File: src/rtl/pe_req_tracker_pkg.sv
`default_nettype none
// ============================================================================
// Module   : pe_req_tracker_pkg
// Brief    : Shared arbitration types and defaults for requester-side wrappers.
// Revision : 1.0 - initial release
// ============================================================================
package pe_req_tracker_pkg;

    localparam int c_STARVE_THRESH_DEFAULT = 15;

    typedef enum logic [1:0] {
        IDLE    = 2'd0,
        PENDING = 2'd1,
        STARVED = 2'd2
    } pend_state_t;

endpackage
`default_nettype wire

File: src/rtl/pe_req_tracker_dec_one_hot.sv
`default_nettype none
// ============================================================================
// Module   : dec_one_hot
// Brief    : Index-to-one-hot decoder; out-of-range indices decode to zero.
// Revision : 1.0 - initial release
// ============================================================================
module dec_one_hot #(
    parameter int WIDTH = 8
) (
    input  logic                     valid,
    input  logic [$clog2(WIDTH)-1:0] index,
    output logic [WIDTH-1:0]         one_hot
);

    localparam int c_IDX_W = $clog2(WIDTH);

    // One extra bit keeps the compare meaningful when WIDTH is a power of two
    logic [c_IDX_W:0] w_index_ext;
    assign w_index_ext = {1'b0, index};

    for (genvar i = 0; i < WIDTH; i++) begin : g_bit
        assign one_hot[i] = valid && (w_index_ext == (c_IDX_W + 1)'(i));
    end

endmodule
`default_nettype wire

File: src/rtl/pe_req_tracker.sv
`default_nettype none
// ============================================================================
// Module   : pe_req_tracker
// Brief    : Pending-request vector, grant retirement and starvation tracking.
// Revision : 1.0 - initial release
// ============================================================================
module pe_req_tracker
    import pe_req_tracker_pkg::*;
#(
    parameter int WIDTH         = 8,
    parameter int STARVE_THRESH = c_STARVE_THRESH_DEFAULT
) (
    input  logic                       CLK,
    input  logic                       RST,
    input  logic [WIDTH-1:0]           set_vec,
    input  logic                       ack_valid,
    input  logic [$clog2(WIDTH)-1:0]   ack_index,
    output logic [WIDTH-1:0]           req_vec,
    output logic [$clog2(WIDTH):0]     pending_count,
    output logic [WIDTH-1:0]           starve_vec,
    output logic                       any_starve,
    output logic                       ack_error
);

    localparam int AGE_WIDTH = $clog2(STARVE_THRESH + 1);
    localparam int CNT_W     = $clog2(WIDTH) + 1;
    localparam logic [AGE_WIDTH-1:0] c_THRESH = AGE_WIDTH'(STARVE_THRESH);

    pend_state_t            r_state   [WIDTH];
    logic [AGE_WIDTH-1:0]   r_age     [WIDTH];
    pend_state_t            w_state_n [WIDTH];
    logic [AGE_WIDTH-1:0]   w_age_n   [WIDTH];

    logic [WIDTH-1:0]       r_req_vec;
    logic [CNT_W-1:0]       r_count;
    logic [WIDTH-1:0]       r_starve;
    logic                   r_any_starve;
    logic                   r_ack_error;

    logic [WIDTH-1:0]       w_ack_oh;
    logic [WIDTH-1:0]       w_ack_hit;
    logic                   w_ack_err;
    logic [WIDTH-1:0]       w_req_n;
    logic [WIDTH-1:0]       w_starve_n;
    logic [CNT_W-1:0]       w_count_n;

    dec_one_hot #(
        .WIDTH (WIDTH)
    ) u_dec (
        .valid   (ack_valid),
        .index   (ack_index),
        .one_hot (w_ack_oh)
    );

    // An ack only takes effect when it lands on a pending bit
    assign w_ack_hit = w_ack_oh & r_req_vec;
    assign w_ack_err = ack_valid && (w_ack_hit == '0);

    always_comb begin
        w_req_n    = '0;
        w_starve_n = '0;
        w_count_n  = '0;
        for (int i = 0; i < WIDTH; i++) begin
            w_state_n[i] = r_state[i];
            w_age_n[i]   = r_age[i];
            if (set_vec[i] && (r_state[i] == IDLE || w_ack_hit[i])) begin
                // Fresh request, including one that replaces a just-retired one
                w_state_n[i] = PENDING;
                w_age_n[i]   = '0;
            end else if (w_ack_hit[i]) begin
                w_state_n[i] = IDLE;
                w_age_n[i]   = '0;
            end else if (r_state[i] == PENDING) begin
                w_age_n[i] = r_age[i] + 1'b1;
                if (w_age_n[i] == c_THRESH) begin
                    w_state_n[i] = STARVED;
                end
            end
            w_req_n[i]    = (w_state_n[i] != IDLE);
            w_starve_n[i] = (w_state_n[i] == STARVED);
            w_count_n     = w_count_n + CNT_W'(w_req_n[i]);
        end
    end

    always_ff @(posedge CLK) begin
        if (RST) begin
            for (int i = 0; i < WIDTH; i++) begin
                r_state[i] <= IDLE;
                r_age[i]   <= '0;
            end
            r_req_vec    <= '0;
            r_count      <= '0;
            r_starve     <= '0;
            r_any_starve <= 1'b0;
            r_ack_error  <= 1'b0;
        end else begin
            for (int i = 0; i < WIDTH; i++) begin
                r_state[i] <= w_state_n[i];
                r_age[i]   <= w_age_n[i];
            end
            r_req_vec    <= w_req_n;
            r_count      <= w_count_n;
            r_starve     <= w_starve_n;
            r_any_starve <= |w_starve_n;
            r_ack_error  <= w_ack_err;
        end
    end

    assign req_vec       = r_req_vec;
    assign pending_count = r_count;
    assign starve_vec    = r_starve;
    assign any_starve    = r_any_starve;
    assign ack_error     = r_ack_error;

endmodule
`default_nettype wire
File: config.mk
export PLATFORM = sky130hd
export DESIGN_NAME = pe_req_tracker
export DESIGN_NICKNAME = d
export VERILOG_FILES = /design/src/rtl/pe_req_tracker_pkg.sv /design/src/rtl/pe_req_tracker_dec_one_hot.sv /design/src/rtl/pe_req_tracker.sv
export SDC_FILE = /design/constraint.sdc
export NUM_CORES = 1
export LEC_CHECK = 0
export BUFFER_PORTS_ARGS = -buffer_cell sky130_fd_sc_hd__buf_2
export CORE_ASPECT_RATIO = 1.5
export CORE_UTILIZATION = 58
export CTS_BUF_LIST = sky130_fd_sc_hd__clkbuf_16
export DETAILED_ROUTE_END_ITERATION = 8
export PLACE_DENSITY = 0.79
export SLEW_MARGIN = 20
export SYNTH_ARGS = -nofsm -noshare
export SYNTH_HDL_FRONTEND = slang
export SYNTH_SLANG_ARGS = --single-unit
File: constraint.sdc
create_clock -name CLK -period 4.8 [get_ports CLK]
set_clock_uncertainty 0.15 [all_clocks]
set_input_delay 0.48 -clock CLK [delete_from_list [all_inputs] [get_ports CLK]]
set_output_delay 0.48 -clock CLK [all_outputs]
set_load 0.1 [all_outputs]
* Word level (Yosys, flattened, before mapping)
Memories as Yosys holds them, arrays and structs flattened.
Index checks and enable logic that the tools add are counted.
** Operators by class
- Add/sub/neg operators :: 15
- Equal/unequal tests :: 31
- Multiplexer cells :: 75
- Bitwise gates (word level) :: 17
- Reduce and logical (&&, ||, !) cells :: 44
** Operator list (number)
- 4-bit 2-to-1 mux :: 32
- 2-bit 2-to-1 mux :: 40
- 4-bit by 1-bit adder with 4-bit output, second input constant :: 8
- 4-bit == test, second input constant :: 8
- 1-bit logical AND :: 17
- 4-bit by 1-bit adder with 4-bit output :: 4
- 2-bit by 1-bit == test with 1-bit output, second input constant :: 8
- 2-bit == test, second input constant :: 8
- 2-bit logical NOT :: 8
- 1-bit bitwise OR :: 16
- 2-bit nonzero test :: 8
- 3-bit == test, second input constant :: 4
- 8-bit AND :: 1
- 8-bit logical NOT :: 1
- 1-bit logical OR :: 8
- 8-bit OR reduction :: 1
- 3-bit by 2-bit == test with 1-bit output, second input constant :: 2
- 3-bit by 1-bit adder with 4-bit output :: 1
- 4-bit logical NOT :: 1
- 2-bit by 1-bit adder with 3-bit output :: 1
- 3-bit by 1-bit == test with 1-bit output, second input constant :: 1
- 1-bit 2-to-1 mux :: 3
- 1-bit by 1-bit adder with 2-bit output :: 1
** Storage, ports and cells
- Flip-flop bits (word level) :: 22
- Memory bits (writable) :: 48
- Output and inout bits :: 22
- Logic and storage cells :: 189
- Memories :: 2
** Memories
- r_age :: words 8, width 4, rd ports 8, clocked after memory_dff 0, wr ports 8, RTL line pe_req_tracker.sv:30 : logic [AGE_WIDTH-1:0] r_age [WIDTH];
- r_state :: words 8, width 2, rd ports 8, clocked after memory_dff 0, wr ports 8, RTL line pe_req_tracker.sv:29 : pend_state_t r_state [WIDTH];

* Logic depth before layout (Yosys ltp)
Gate-level depths: netlist (run 1).
An unclocked memory read counts as a cell.
- Depth in word-level cells :: 15
- Depth in mapped cells :: 15
- Mapped depth without buffers :: 15

* Cells and area by module
From an unflattened synthesis (run 1), not the netlist that was laid out.
** Second synthesis, totals
- Cells, all modules :: 406
- Area total of the unflattened synthesis :: 3644.7 sq um
** Modules (own cells, without submodules)
- pe_req_tracker :: times used 1, cells an instance 398, area each 3548.4 sq um, sequential area each 1401.3 sq um
- dec_one_hot :: times used 1, cells an instance 8, area each 96.3 sq um, sequential area each 0.0 sq um

* Worst setup path before layout (run 1)
No wires, ideal clock.
- Path kind :: reg-to-reg
- Start :: reg r_req_vec[0] (netlist: req_vec[0])
- End :: reg r_count[2] (netlist: pending_count[2])
- Setup time :: 0.128 ns
- Arrival time :: 3.775 ns
- Path slack :: 0.747 ns
- Cell stages (with the launch flop) :: 15
- Buffers on the path :: 0
- Path through :: dfxtp_1 -> nand3_1 -> o21ai_0 -> nor2b_1 -> fa_1 -> inv_1 -> fa_1 -> inv_1 -> fa_1 -> inv_1 -> ha_1 -> inv_1 -> fa_1 -> xor2_1 -> nor2_1
** On the way
- Word-level cells in the longest chain between the ends :: 12
- Elaborated cells between the ends (all ways) :: 13
- Those cells by class :: 7 x add/sub; 2 x mux; 1 x bitwise; 3 x reduce/logical
** RTL lines
- start, declared :: RTL line pe_req_tracker.sv:34 : logic [WIDTH-1:0] r_req_vec;
- start signal, assigned :: RTL line pe_req_tracker.sv:101 : r_req_vec <= w_req_n;
- 8-bit AND (*) :: RTL line pe_req_tracker.sv:56 : assign w_ack_hit = w_ack_oh & r_req_vec;
- 1-bit logical OR :: RTL line pe_req_tracker.sv:66 : if (set_vec[i] && (r_state[i] == IDLE || w_ack_hit[i])) begin
- 1-bit logical AND :: RTL line pe_req_tracker.sv:66
- 2-bit 2-to-1 mux (*) :: RTL line pe_req_tracker.sv:66
- 2-bit nonzero test (*) :: RTL line pe_req_tracker.sv:79 : w_req_n[i] = (w_state_n[i] != IDLE);
- 1-bit by 1-bit adder with 2-bit output (*) :: RTL line pe_req_tracker.sv:81 : w_count_n = w_count_n + CNT_W'(w_req_n[i]);
- 2-bit by 1-bit adder with 3-bit output (*) :: RTL line pe_req_tracker.sv:81
- 3-bit by 1-bit adder with 4-bit output (*) :: RTL line pe_req_tracker.sv:81
- 4-bit by 1-bit adder with 4-bit output (*) (4 in a row) :: RTL line pe_req_tracker.sv:81
- end signal, assigned :: RTL line pe_req_tracker.sv:102 : r_count <= w_count_n;
- end, declared :: RTL line pe_req_tracker.sv:35 : logic [CNT_W-1:0] r_count;
Mark *: on every way between the ends. The rest lies on a longest branch, timed or not.
A chain may end at the register's enable or synchronous reset.

* Final worst setup path (run 1)
- Start :: in ack_valid
- End :: reg r_count[2] (netlist: pending_count[2])
** On the way
- Word-level cells in the longest chain between the ends :: 13
- Elaborated cells between the ends (all ways) :: 56
- Those cells by class :: 7 x add/sub; 16 x mux; 1 x bitwise; 32 x reduce/logical
** RTL lines
- start, declared :: RTL line pe_req_tracker.sv:16 : input logic ack_valid,
- 1-bit logical AND :: RTL line pe_req_tracker_dec_one_hot.sv:22 : assign one_hot[i] = valid && (w_index_ext == (c_IDX_W + 1)'(i));
- 8-bit AND (*) :: RTL line pe_req_tracker.sv:56
- 1-bit logical OR :: RTL line pe_req_tracker.sv:66
- 1-bit logical AND :: RTL line pe_req_tracker.sv:66
- 2-bit 2-to-1 mux :: RTL line pe_req_tracker.sv:66
- 2-bit nonzero test :: RTL line pe_req_tracker.sv:79
- 1-bit by 1-bit adder with 2-bit output :: RTL line pe_req_tracker.sv:81
- 2-bit by 1-bit adder with 3-bit output :: RTL line pe_req_tracker.sv:81
- 3-bit by 1-bit adder with 4-bit output :: RTL line pe_req_tracker.sv:81
- 4-bit by 1-bit adder with 4-bit output (3 in a row) :: RTL line pe_req_tracker.sv:81
- 4-bit by 1-bit adder with 4-bit output (*) :: RTL line pe_req_tracker.sv:81
Marked as above.

==> run_results.csv, run 1 <==
group,metric,value,unit
timing,min_period,3.64,ns
timing,hold_ws,0.288,ns
timing,fmax,0.275,GHz
placed_design,gp_congestion,0.830,
detailed_routing,drcViolationCount,0,
timing,timing.slew.headroom,0.636,
final_layout,layout_common_cells,"dfxtp_1, nor2_1, buf_2",
worst_hold_path,hold_path.class,"input port to flop",
detailed_routing,via_count,2873,
pwr,p_clk_frac,0.395,
pwr,switching_power,478,uW
setup_path,worstPathMaxFanout,5,
synth,synth_top_family_by_area,"simple AND/OR/NAND/NOR gates",
detailed_routing,drt_iter0_drc,155,
timing,finalCritPeriodShare,0.759,
placed_design,io_buffers,35,
setup_path,reg2reg_setup_slack,1.34,ns
die,ios,36,
die,die_w,64.9,microns
global_routing,grt.overflow.total,0,
global_routing,grt_use_total,0.234,
clock_network,numCtsBuffers,9,
setup_path,slowest_stage,"fa_1",
flow_run,maxCapViolations,0,
pwr,combPwrFrac,0.194,
final_layout,antenna_cells,0,
die,num_rows,34,
clock_network,postCtsSetupBuffers,0,
pwr,internal_power,1090,uW
global_routing,first_global_vias,2547,
final_layout,ff_latch_area,1400,sq um
synth,synthSimpleGateAreaFrac,0.245,
clock_network,clkTransAtPathRegs,0.05,ns
global_routing,met2_usage,0.401,
synth,muxShareOfSynthArea,0,
worst_hold_path,worstHoldPathCells,3,
final_layout,multi_input_area,1910,sq um
status,outcome,"complete, no violations",
pwr,powerDensity,393,nW/um^2
die,initial_core_util,0.596,
timing,tightestPinTransition,0.540,ns
clock_network,postCtsHoldBufs,0,
placed_design,pre_cts_slack,0.812,ns
setup_path,worst_setup_path_end_kind,"flop",
synth,synth.distinct_cells,50,
detailed_routing,wire_per_inst,13.1,microns
setup_path,cp_data_arrival_time,3.70,ns
timing,rsz0062_at_grt,"no",
synth,synth_compound_area_frac,0.162,
setup_path,r2r-start,"req_vec[0]",
timing,drv_slew,0,
setup_path,critPathLaunchType,"input port",
synth,ys_seq_area_frac,0.407,
global_routing,top_usage_layer,"met2",
clock_network,clockBufferDepth,2,
final_layout,layout-drive-gt1-share,0.127,
final_layout,n_fill_cell,469,
synth,synthAdderAreaFrac,0.0922,
detailed_routing,firstDrtPassIters,4,
setup_path,r2r_end,"pending_count[2]",
setup_path,critPathMaxStageDelay,0.54,ns
synth,synth_edf_count,0,
global_routing,use_met3,0.0622,
synth,netlist_area,3450,sq um
placed_design,dp_hpwl,5180,microns
pwr,pwr-share-seq,0.412,
setup_path,reg2regPathDepth,14,
die,design.core.area,5790,sq um
clock_network,clock_latency,0.33,ns
global_routing,antenna_found_initial,0,
pwr,power.leakage,0.00171,uW
synth,synth.avg_cell_area,8.55,sq um
synth,synth_nets,440,
worst_hold_path,whs_endpoint,"r_state[0][0]",
setup_path,worstPathCellList,"buf_2 -> and2b_1 -> nand3_1 -> o21ai_0 -> nor2b_1 -> fa_1 -> inv_1 -> fa_1 -> inv_1 -> fa_1 -> inv_1 -> ha_1 -> inv_1 -> fa_1 -> xor2_1 -> nor2_1",
final_layout,syn_to_final_growth,15.5,%
synth,ys.flop_type,"dfxtp_1",
final_layout,final_net_count,482,
final_layout,mostFrequentLayoutCell,"dfxtp_1",
clock_network,cts_root_buf,"clkbuf_16",
synth,synth_cells,403,
pwr,switching_share,0.305,
clock_network,clkSinkCount,70,
detailed_routing,routed_via_density,5.50,
setup_path,critical_path_required,4.86,ns
worst_hold_path,hp-start,"set_vec[0]",
synth,async_flop_share,0,
global_routing,grt_pass1_wl,11100,microns
timing,finalHoldViolCount,0,
setup_path,critPathKind,"input port to flop",
die,dieArea,6260,sq um
synth,ys_ff_latch,70,
synth,synth-xor-area-share,0.0559,
timing,final.setup.worst_slack,1.16,ns
global_routing,gr-usage-met1,0.274,
clock_network,cts_tree,"built",
clock_network,cts.htree.levels,3,
timing,setup_viol,0,
detailed_routing,ant_nets,0,
global_routing,grt_max_degree,26,
timing,fin_setup_tns,0,ns
pwr,peakVddDrop,241,uV
clock_network,cts_resized,0,
die,die-height,96.4,microns
synth,yosys_warnings,0,
detailed_routing,drt-total-wl,6860,microns
==> logic make-up after synthesis <==
| family | Yosys count |
|---|---|
| AOI/OAI and AO/OA | 88 |
| buffers and inverters | 36 |
| and+or+nand+nor | 164 |
| DFF | 70 |
| xor gates and xnor gates | 22 |
| adders and majority gates | 23 |
==> how the worst max path moves through the flow <==
stage,from,to,slack (ns)
floorplan,req_vec[0],pending_count[2],0.75
finish,ack_valid,pending_count[2],1.16
detailed placement,ack_valid,pending_count[2],0.81
CTS,ack_valid,pending_count[2],1.15
global route,ack_index[0],pending_count[2],0.87
global placement,ack_valid,pending_count[2],0.87
==> cell usage after synthesis (4+ instances only) <==
cell type	count	share of area
nor2b_1	7	0.013
a211oi_1	4	0.0087
nor3_1	8	0.012
nand2_1	14	0.015
xnor2_1	9	0.023
nand3_1	16	0.023
nand4_1	7	0.013
or2_1	5	0.0091
nand2b_1	21	0.038
a21oi_1	30	0.044
and2_1	5	0.0091
a22oi_1	6	0.013
inv_1	31	0.034
xor2_1	13	0.033
nor2_1	60	0.065
and2b_1	5	0.011
o21ai_0	15	0.022
dfxtp_1	70	0.41
ha_1	19	0.069
fa_1	4	0.023
==> flip-flops by register name, indices dropped and copies added, names as in the netlist <==
name	cells
starve_vec	8
r_age	32
pending_count	4
ack_error	1
r_state	16
req_vec	8
any_starve	1
==> metrics by stage <==
step	power [uW]	util	instances	area, sq um
detailed placement	958	0.639	506	3700
global route	1630	0.688	522	3980
floorplan	898	-	403	3450
finish	1560	0.688	522	3980
global placement	952	0.639	506	3700
CTS	1580	0.688	522	3980
==> critical path, delay by kind of cell <==
family | cells | cell delay [ns]
AOI/OAI and AO/OA | 1 | 0.13
xor gates and xnor gates | 1 | 0.14
adders and majority gates | 5 | 1.99
buffers and inverters | 5 | 0.34
and+or+nand+nor | 4 | 0.62
==> per-layer routing <==
layer	vias to the layer above	share of wire
li1	1473	-
met1	1324	0.44
met2	69	0.50
met3	7	0.045
met4	0	0.011
met5	-	0
==> final cells by class <==
| type | count | share of cell area |
|---|---|---|
| Sequential cell | 70 | 0.352 |
| Timing Repair Buffer | 35 | 0.0440 |
| Multi-Input combinational cell | 297 | 0.480 |
| Clock inverter | 7 | 0.0145 |
| Clock buffer | 9 | 0.0566 |
| Inverter | 32 | 0.0302 |
| Tap cell | 72 | 0.0226 |
==> power groups by stage <==
stage / logic [uW] / clock network, uW / registers [uW]
CTS: 305 / 628 / 643
floorplan: 123 / 0 / 776
finish: 303 / 617 / 644
global route: 331 / 652 / 647
detailed placement: 303 / 0 / 655
global placement: 297 / 0 / 655
Power figures use the tool's default switching activity.
==> run 2: changes to the inputs <==
--- a/config.mk
+++ b/config.mk
@@ -7,10 +7,10 @@
 export LEC_CHECK = 0
 export BUFFER_PORTS_ARGS = -buffer_cell sky130_fd_sc_hd__buf_2
 export CORE_ASPECT_RATIO = 1.5
-export CORE_UTILIZATION = 58
+export CORE_UTILIZATION = 53
 export CTS_BUF_LIST = sky130_fd_sc_hd__clkbuf_16
 export DETAILED_ROUTE_END_ITERATION = 8
-export PLACE_DENSITY = 0.79
+export PLACE_DENSITY = 0.76
 export SLEW_MARGIN = 20
 export SYNTH_ARGS = -nofsm -noshare
 export SYNTH_HDL_FRONTEND = slang
==> constraint.sdc (replaced) <==
create_clock -name CLK -period 3.3 [get_ports CLK]
set_clock_uncertainty 0.15 [all_clocks]
set_input_delay 0.33 -clock CLK [delete_from_list [all_inputs] [get_ports CLK]]
set_output_delay 0.33 -clock CLK [all_outputs]
set_load 0.1 [all_outputs]
==> run_results.csv, run 2 (synthesized netlist as in run 1, its figures left out) <==
group,metric,value,unit
setup_path,cp_data_arrival_time,3.37,ns
timing,finalHoldViolCount,0,
timing,tightestPinTransition,0.502,ns
timing,final.setup.worst_slack,-0.0108,ns
worst_hold_path,hold_path.class,"input port to flop",
detailed_routing,drcViolationCount,0,
global_routing,grt_max_degree,26,
detailed_routing,wl_met3,326,microns
timing,finalCritPeriodShare,1.00,
pwr,power.leakage,0.00184,uW
timing,setup_viol,1,
die,die-height,101,microns
final_layout,finalNonFillerCells,544,
clock_network,clkTransAtPathRegs,0.06,ns
clock_network,clkSinkCount,70,
detailed_routing,wire_per_inst,13.7,microns
clock_network,cts_tree,"built",
final_layout,reg_top3,"r_age (32), r_state (16)",
clock_network,cts_root_buf,"clkbuf_16",
final_layout,syn_to_final_growth,22.9,%
timing,min_period,3.31,ns
worst_hold_path,hp-start,"set_vec[7]",
pwr,peakVddDrop,400,uV
detailed_routing,met2_length,3710,microns
final_layout,antenna_cells,0,
detailed_routing,m1WireLength,3150,microns
timing,drv_slew,0,
global_routing,grt.overflow.total,0,
clock_network,cts.htree.levels,3,
die,ios,36,
timing,timing.slew.headroom,0.667,
placed_design,gp_congestion,0.924,
final_layout,post-route-cell-area,4240,sq um
timing,fmax,0.302,GHz
placed_design,dp_cells,528,
timing,rsz0062_at_grt,"yes",
setup_path,worstPathMaxFanout,2,
die,initial_core_util,0.554,
detailed_routing,drt-total-wl,7440,microns
die,dieArea,6840,sq um
placed_design,dp_hpwl,5620,microns
setup_path,crit_start,"req_vec[3]",
die,die_w,67.8,microns
final_layout,largest_reg_flops,32,
placed_design,dpl_cell_area,3890,sq um
die,design.core.area,6220,sq um
detailed_routing,highest_layer,"met4",
global_routing,grt_use_total,0.240,
setup_path,critical_path_required,3.36,ns
status,outcome,"finished with violations",
setup_path,critPathKind,"flop to flop",
final_layout,layout-drive-gt1-share,0.200,
placed_design,io_buffers,35,
flow_run,maxCapViolations,0,
detailed_routing,drt_iter0_drc,140,
setup_path,worst_setup_path_end_kind,"flop",
pwr,pwr-share-seq,0.374,
final_layout,mostFrequentLayoutCell,"dfxtp_1",
clock_network,numCtsBuffers,9,
global_routing,first_global_vias,2905,
clock_network,clockBufferDepth,2,
detailed_routing,ant_nets,0,
setup_path,critPathLaunchType,"flop",
final_layout,final_net_count,502,
global_routing,antenna_found_initial,0,
die,num_rows,35,
detailed_routing,via_count,3031,
pwr,p_clk_frac,0.434,
timing,hold_ws,0.135,ns
setup_path,r2r-start,"req_vec[3]",
pwr,powerDensity,588,nW/um^2
clock_network,clock_latency,0.33,ns
pwr,switching_share,0.302,
global_routing,grt_pass1_wl,12100,microns
final_layout,regMostFlops,"r_age",
detailed_routing,firstDrtPassIters,5,
pwr,internal_power,1740,uW
final_layout,layout_common_cells,"dfxtp_1, nor2_1, buf_2",
pwr,switching_power,751,uW
pwr,combPwrFrac,0.192,
clock_network,postCtsHoldBufs,0,
status,violations,"negative setup slack",
placed_design,pre_cts_slack,-0.352,ns
detailed_routing,routed_via_density,5.57,
run 2: cell count changes in the layout (fill, tap and decap cells not counted), moves of 2 or more:
cell / before / now
dfxtp_1: 70 / 64
inv_6: 0 / 2
dfxtp_2: 0 / 3
dfxtp_4: 0 / 3
inv_2: 1 / 3
buf_4: 0 / 20
inv_1: 33 / 29
clkinv_2: 4 / 1
run 2: routing by layer:
layer,vias up,global-route usage
met1,1427,0.258
met4,0,0.119
li1,1521,-
met2,63,0.410
met3,20,0.0758
met5,-,0
run 2: worst paths after layout:
| kind | slack (ns) | depth (start not counted) | to |
|---|---|---|---|
| max | -0.01 | 12 | pending_count[1] |
| max reg2reg | -0.01 | 12 | pending_count[1] |
| min reg2reg | 0.35 | 1 | starve_vec[7] |
| min | 0.14 | 3 | r_state[1][6] |
run 2: area by class of cell:
| type | count | area, sq um |
|---|---|---|
| Fill cell | 515 | 1980 |
| Sequential cell | 70 | 1420 |
| Multi-Input combinational cell | 297 | 1940 |
| Timing Repair Buffer | 55 | 325 |
| Clock inverter | 6 | 90.1 |
| Tap cell | 74 | 92.6 |
| Clock buffer | 10 | 250 |
| Inverter | 32 | 120 |
run 2: metrics by stage:
step	power (uW)	setup TNS, ns	utilization
4_1_cts	2500	-0.0167	0.681
6_report	2490	-0.0108	0.681
3_5_place_dp	1430	-0.699	0.626
2_1_floorplan	1320	-0.241	-
5_1_grt	2590	-0.155	0.681
3_3_place_gp	1410	-0.532	0.626
run 2: what timing repair did:
item	CTS	global route
pin swaps	1	2
buffers inserted	0	0
resized for setup	0	3
setup endpoints to repair	2	2
run 2: power groups by stage:
stage | registers (uW) | logic (uW) | clock network [uW]
3_5_place_dp | 949 | 477 | 0
2_1_floorplan | 1130 | 186 | 0
5_1_grt | 937 | 518 | 1140
3_3_place_gp | 949 | 463 | 0
4_1_cts | 932 | 479 | 1090
6_report | 933 | 478 | 1080
run 2: critical path: stages, from the launching register on:
cell and delay, ns:
dfxtp_4 0.34, and3_4 0.15, o21ba_4 0.20, fa_1 0.53
inv_2 0.04, fa_1 0.48, inv_1 0.05, fa_1 0.42
inv_1 0.07, ha_2 0.18, inv_2 0.04, fa_2 0.51
nor2_1 0.04
